--- config.mk ---
export PLATFORM = sky130hd
export DESIGN_NAME = fp_result_collector
export DESIGN_NICKNAME = d
export VERILOG_FILES = /design/src/rtl/fp_pkg.sv /design/src/rtl/fp_vld_dly.sv /design/src/rtl/fp_result_collector.sv
export SDC_FILE = /design/constraint.sdc
export NUM_CORES = 1
export LEC_CHECK = 0
export BUFFER_PORTS_ARGS = -buffer_cell sky130_fd_sc_hd__buf_2
export CORE_MARGIN = 10
export CORE_UTILIZATION = 50
export DETAILED_ROUTE_END_ITERATION = 10
export PLACE_DENSITY_LB_ADDON = 0.05
export SYNTH_ARGS = -nofsm -noshare
export SYNTH_HDL_FRONTEND = slang
export SYNTH_SLANG_ARGS = --single-unit
--- constraint.sdc ---
create_clock -name clk -period 5.84 [get_ports clk]
set_clock_uncertainty 0.15 [all_clocks]
set_input_delay 1.168 -clock clk [delete_from_list [all_inputs] [get_ports clk]]
set_output_delay 1.168 -clock clk [all_outputs]
set_load 0.005 [all_outputs]
--- src/rtl/fp_pkg.sv ---
// Shared definitions for the fixed-latency FP result path.
// FP_LATENCY is the single source for both the data delay line depth and the
// collector's tracking depth, so the two can never drift apart.
package fp_pkg;

  localparam int unsigned FP_DATA_W     = 33;  // flag bit + 32-bit float
  localparam int unsigned FP_LATENCY    = 12;  // FP core latency in cycles
  localparam int unsigned FP_FIFO_DEPTH = 16;  // >= FP_LATENCY + 2 for full rate

  // One buffered result: core output plus the packet-last marker it travelled with.
  typedef struct packed {
    logic [FP_DATA_W-1:0] data;
    logic                 last;
  } fp_entry_t;

endpackage

--- src/rtl/fp_vld_dly.sv ---
// DELAY-stage {vld, last} shift register that shadows the FP core pipeline.
// Ports:
//   clk, rst_n        clock, asynchronous active-low reset
//   in_vld, in_last   issue strobe and its packet-last flag (stage 0 input)
//   out_vld, out_last stage DELAY-1 output; out_vld marks the capture cycle
module fp_vld_dly
  import fp_pkg::*;
#(
  parameter int unsigned DELAY = FP_LATENCY
) (
  input  logic clk,
  input  logic rst_n,
  input  logic in_vld,
  input  logic in_last,
  output logic out_vld,
  output logic out_last
);

  logic [DELAY-1:0] vld_q;
  logic [DELAY-1:0] last_q;

  always_ff @(posedge clk or negedge rst_n) begin
    if (!rst_n) begin
      vld_q  <= '0;
      last_q <= '0;
    end else begin
      vld_q[0]  <= in_vld;
      // Idle stages carry last=0 so a stale flag can never ride a later op.
      last_q[0] <= in_vld & in_last;
      for (int i = 1; i < int'(DELAY); i++) begin
        vld_q[i]  <= vld_q[i-1];
        last_q[i] <= last_q[i-1];
      end
    end
  end

  assign out_vld  = vld_q[DELAY-1];
  assign out_last = last_q[DELAY-1];

endmodule

--- src/rtl/fp_result_collector.sv ---
// Receive end of the fixed-latency FP path. Tracks issued ops through a
// {vld, last} delay line, captures the core result exactly DELAY cycles after
// issue into a FIFO, and presents it on an AXI-Stream master. An outstanding
// counter (in-flight + stored) throttles issue so a capture never finds the
// FIFO full.
// Ports:
//   clk, rst_n                 clock, asynchronous active-low reset
//   issue_valid, issue_last    upstream launch request and packet-last flag
//   issue_ready                room exists for the eventual result
//   res_data                   FP core output, sampled only in the capture cycle
//   m_tvalid/m_tready/m_tdata/m_tlast  AXI-Stream master
// DATA_W must equal FP_DATA_W (FIFO entries use the shared fp_entry_t).
module fp_result_collector
  import fp_pkg::*;
#(
  parameter int unsigned DATA_W = FP_DATA_W,
  parameter int unsigned DELAY  = FP_LATENCY,
  parameter int unsigned DEPTH  = FP_FIFO_DEPTH
) (
  input  logic              clk,
  input  logic              rst_n,
  input  logic              issue_valid,
  input  logic              issue_last,
  output logic              issue_ready,
  input  logic [DATA_W-1:0] res_data,
  output logic              m_tvalid,
  input  logic              m_tready,
  output logic [DATA_W-1:0] m_tdata,
  output logic              m_tlast
);

  localparam int unsigned AW = $clog2(DEPTH);
  localparam int unsigned CW = $clog2(DEPTH + 1);

  localparam logic [AW:0]   PtrOne = {{AW{1'b0}}, 1'b1};
  localparam logic [CW-1:0] CntOne = {{(CW-1){1'b0}}, 1'b1};
  localparam logic [CW-1:0] CntMax = CW'(DEPTH);

  logic          issue_fire;
  logic          capture;
  logic          cap_last;
  logic          pop;
  logic          full;
  logic          empty;
  logic [AW:0]   wr_ptr_q;
  logic [AW:0]   rd_ptr_q;
  logic [CW-1:0] outstanding_q;
  fp_entry_t     mem_q [DEPTH];
  fp_entry_t     head;

  // Combinational from the registered counter; held low throughout reset.
  assign issue_ready = rst_n && (outstanding_q < CntMax);
  assign issue_fire  = issue_valid && issue_ready;

  fp_vld_dly #(
    .DELAY (DELAY)
  ) u_vld_dly (
    .clk      (clk),
    .rst_n    (rst_n),
    .in_vld   (issue_fire),
    .in_last  (issue_last),
    .out_vld  (capture),
    .out_last (cap_last)
  );

  // Extra pointer MSB distinguishes full from empty when the indices match.
  assign empty = (wr_ptr_q == rd_ptr_q);
  assign full  = (wr_ptr_q[AW] != rd_ptr_q[AW]) &&
                 (wr_ptr_q[AW-1:0] == rd_ptr_q[AW-1:0]);

  assign m_tvalid = !empty;
  assign pop      = m_tvalid && m_tready;
  assign head     = mem_q[rd_ptr_q[AW-1:0]];
  // Head slot is never rewritten while occupied, so data holds under stall.
  assign m_tdata  = empty ? '0 : DATA_W'(head.data);
  assign m_tlast  = !empty && head.last;

  // Storage needs no reset: contents are only visible through a non-empty head.
  always_ff @(posedge clk) begin
    if (capture) begin
      mem_q[wr_ptr_q[AW-1:0]] <= '{data: FP_DATA_W'(res_data), last: cap_last};
    end
  end

  always_ff @(posedge clk or negedge rst_n) begin
    if (!rst_n) begin
      wr_ptr_q      <= '0;
      rd_ptr_q      <= '0;
      outstanding_q <= '0;
    end else begin
      // Capture is unconditional; the credit counter guarantees space.
      if (capture) wr_ptr_q <= wr_ptr_q + PtrOne;
      if (pop)     rd_ptr_q <= rd_ptr_q + PtrOne;
      if (issue_fire && !pop) begin
        outstanding_q <= outstanding_q + CntOne;
      end else if (!issue_fire && pop) begin
        outstanding_q <= outstanding_q - CntOne;
      end
    end
  end

  overflow_a: assert property (@(posedge clk) disable iff (!rst_n) !(capture && full));
  underflow_a: assert property (@(posedge clk) disable iff (!rst_n) !(pop && empty));
  credit_underflow_a: assert property (@(posedge clk) disable iff (!rst_n)
                                       !(pop && !issue_fire && outstanding_q == '0));

endmodule

==> run metrics <==
unrepaired setup endpoints after global routing=false; Fillers=3,204; P_int=7.972 mW; minimum clock period=4.612 ns; number of endpoints with negative hold slack in the final report=0; average detailed-routed wire length per instance=27.90 um; Port-buffer cells=73; number of global-route vias before repair=10,630; number of rows created at floorplan=76; standby leakage power=8.005 nW; half-perimeter wire length after placement=25.04 mm; maximum clock frequency=216.8 MHz; total number of H-tree levels=2; leftover overflow at the end of global routing=0; number of nets in the layout=1,117; number of endpoints failing setup at the final stage=0; Seq pwr share=0.438; Hold Path Class=flop to flop; pin slew with the least headroom to its limit=1.093 ns; final worst path period share=0.7898; R2R depth=11; number of antenna-violating nets in the routed design=0; status=finished clean; layout cell share with drive strength beyond 1=0.3003; TritonCTS clock tree=yes; most common cell after layout, fill and taps aside=edfxtp_1; endpoint required time on the critical path=4.52 ns; share of the yosys chip area belonging to registers=0.7876; startpoint types=flop; Worst Path Class, Setup=flop to output pin; worst-case headroom to the max-slew limit=0.2698; vertical die dimension=229.7 um; fraction of power consumed by combinational cells=0.266; initial antenna violation count=4; Post-CTS Setup Bufs=0; Max IR drop VDD=382.7 uV; maximum root-to-sink buffer count=3; master cell of the clock root buffer=clkbuf_16; share of total power in the clock network=0.296; tightest hold margin=0.1966 ns; Avg Vias per Cell=5.885; cell count after synthesis=965; Core Region=0.04327 sq mm; mapped cell area=0.02198 sq mm; top library cells by usage in the layout, fill and taps aside=edfxtp_1, mux4_2, buf_2; # hold bufs at CTS=0; Hold Path Cell Cnt=0; Pwr per Cell Area=454.8 mW/mm^2; clock transition time at the flip-flop clock pins of the worst setup and hold paths=0.06 ns; clock buffer count from CTS=58; net load switching power=3.306 mW; pin count of the biggest net entering global routing=63; final wirelength=47.58 mm; DIE WIDTH=229.7 um; initial core utilization=0.5080; endpoint class of the critical path=output pin; length of the first detailed-routing pass in iterations=5; switching share of power=0.2931; Yosys Warn Count=0; synth unique cells=31; number of remaining DRC errors=0; first-pass GRT wire length=70.19 mm; DR vias=10,030; number of max-slew violations in the final report=0; average instance area after synthesis=22.78 sq um; DIE AREA=0.05275 sq mm; syn nets=1,013; routability congestion estimate from global placement=0.6943; TritonCTS sink count=583; Gates resized, CTS repair=0; synthesis-to-layout area growth=12.82%; # Max-Cap Violations=0; clock latency reported for the late side of the worst-skew pair=0.61 ns; critical path peak fanout=62; DRT iter0 DRCs=994; Seq cells post-synth=583; GRT Total Usage=0.1809; I/O pin count=74; worst path arrival time=3.29 ns; TNS Setup=0 ns
logic make-up after synthesis:
family,share of synthesized area
muxes,0.1408
buffers and inverters,0.01600
and+or+nand+nor,0.008994
DFF,0.7876
AOI/OAI and AO/OA,0.03381
adders and majority gates,0.006034
xor gates and xnor gates,0.006774
critical path, cell delays in order, from the launching register on:
cell,delay [ns]
dfrtp_4,0.73
buf_4,0.81
mux4_2,0.36
a22oi_1,0.08
a21oi_1,0.43
buf_2,0.20
cells in the mapped netlist:
cell type	n	share of area
mux2i_1	1	0.00046
buf_4	5	0.0017
a22oi_1	68	0.023
nor3_2	1	0.00046
xor2_1	12	0.0048
and3_1	1	0.00028
inv_1	5	0.00085
nor2_1	16	0.0027
buf_2	22	0.0050
buf_1	1	0.00017
nor3_1	4	0.00091
xnor2_1	5	0.0020
a21boi_1	1	0.00034
nor2b_1	3	0.00085
o21ai_0	3	0.00068
mux2_2	2	0.0010
and2_1	3	0.00085
buf_6	10	0.0051
nand2b_1	2	0.00057
edfxtp_1	544	0.74
nand4_1	2	0.00057
nand2_1	9	0.0015
dfrtp_1	39	0.044
clkbuf_2	1	0.00023
fa_1	1	0.00091
ha_1	9	0.0051
nand3_1	1	0.00023
clkbuf_1	17	0.0029
a21o_1	2	0.00068
mux4_2	136	0.14
a21oi_1	39	0.0089
worst paths after layout:
kind	from	endpoint	slack (ns)
worst max-delay path	rd_ptr_q[1]	m_tdata[28]	1.23
worst min-delay path	u_vld_dly.last_q[4]	u_vld_dly.last_q[5]	0.20
worst max register to register	rd_ptr_q[1]	outstanding_q[4]	2.68
worst min register to register	u_vld_dly.last_q[4]	u_vld_dly.last_q[5]	0.20
max in group asynchronous	rst_n	rd_ptr_q[0]	4.41
min in group asynchronous	rst_n	outstanding_q[3]	0.50
power by group through the flow:
| stage | clock network [mW] | logic [mW] | registers [mW] |
|---|---|---|---|
| global placement | 0 | 3.07 | 5.03 |
| CTS | 3.41 | 3.09 | 4.95 |
| global route | 3.58 | 3.25 | 4.97 |
| detailed placement | 0 | 3.07 | 5.04 |
| floorplan | 0 | 2.20 | 4.89 |
| finish | 3.33 | 3.00 | 4.94 |
sequential cells by signal (all words and copies together) (netlist names):
signal and count:
u_vld_dly.last_q 12, mem_q 544, outstanding_q 5, wr_ptr_q 5
rd_ptr_q 5, u_vld_dly.vld_q 12
through the flow:
stage | total power, mW | area (sq um) | setup WS (ns) | util | instances
after global placement | 8.097 | 23100 | 1.872 | 0.5340 | 1594
after floorplan | 7.092 | 21980 | 2.124 | - | 965
final | 11.28 | 24800 | 1.228 | 0.5732 | 1705
after CTS | 11.44 | 24800 | 1.166 | 0.5731 | 1704
after global routing | 11.80 | 24800 | 1.094 | 0.5732 | 1705
after detailed placement | 8.109 | 23100 | 1.852 | 0.5340 | 1594
metal layers:
metal	vias up	routed length [um]	track usage
li1	4290	-	-
met1	5383	20430	0.2501
met2	277	23310	0.2905
met3	78	2814	0.03657
met4	6	981	0.04759
met5	-	40	0
final cells by class:
type	instances	area [sq um]	area share
Sequential cell	583	17320	0.6984
Multi-Input combinational cell	321	4453	0.1796
Clock buffer	69	1493	0.06019
Tap cell	585	732.0	0.02952
Timing Repair Buffer	100	580.6	0.02341
Clock inverter	41	200.2	0.008073
Inverter	5	18.77	0.0007568
Antenna cell	1	2.502	0.0001009
Note: power is estimated with default switching activity, not from simulation.
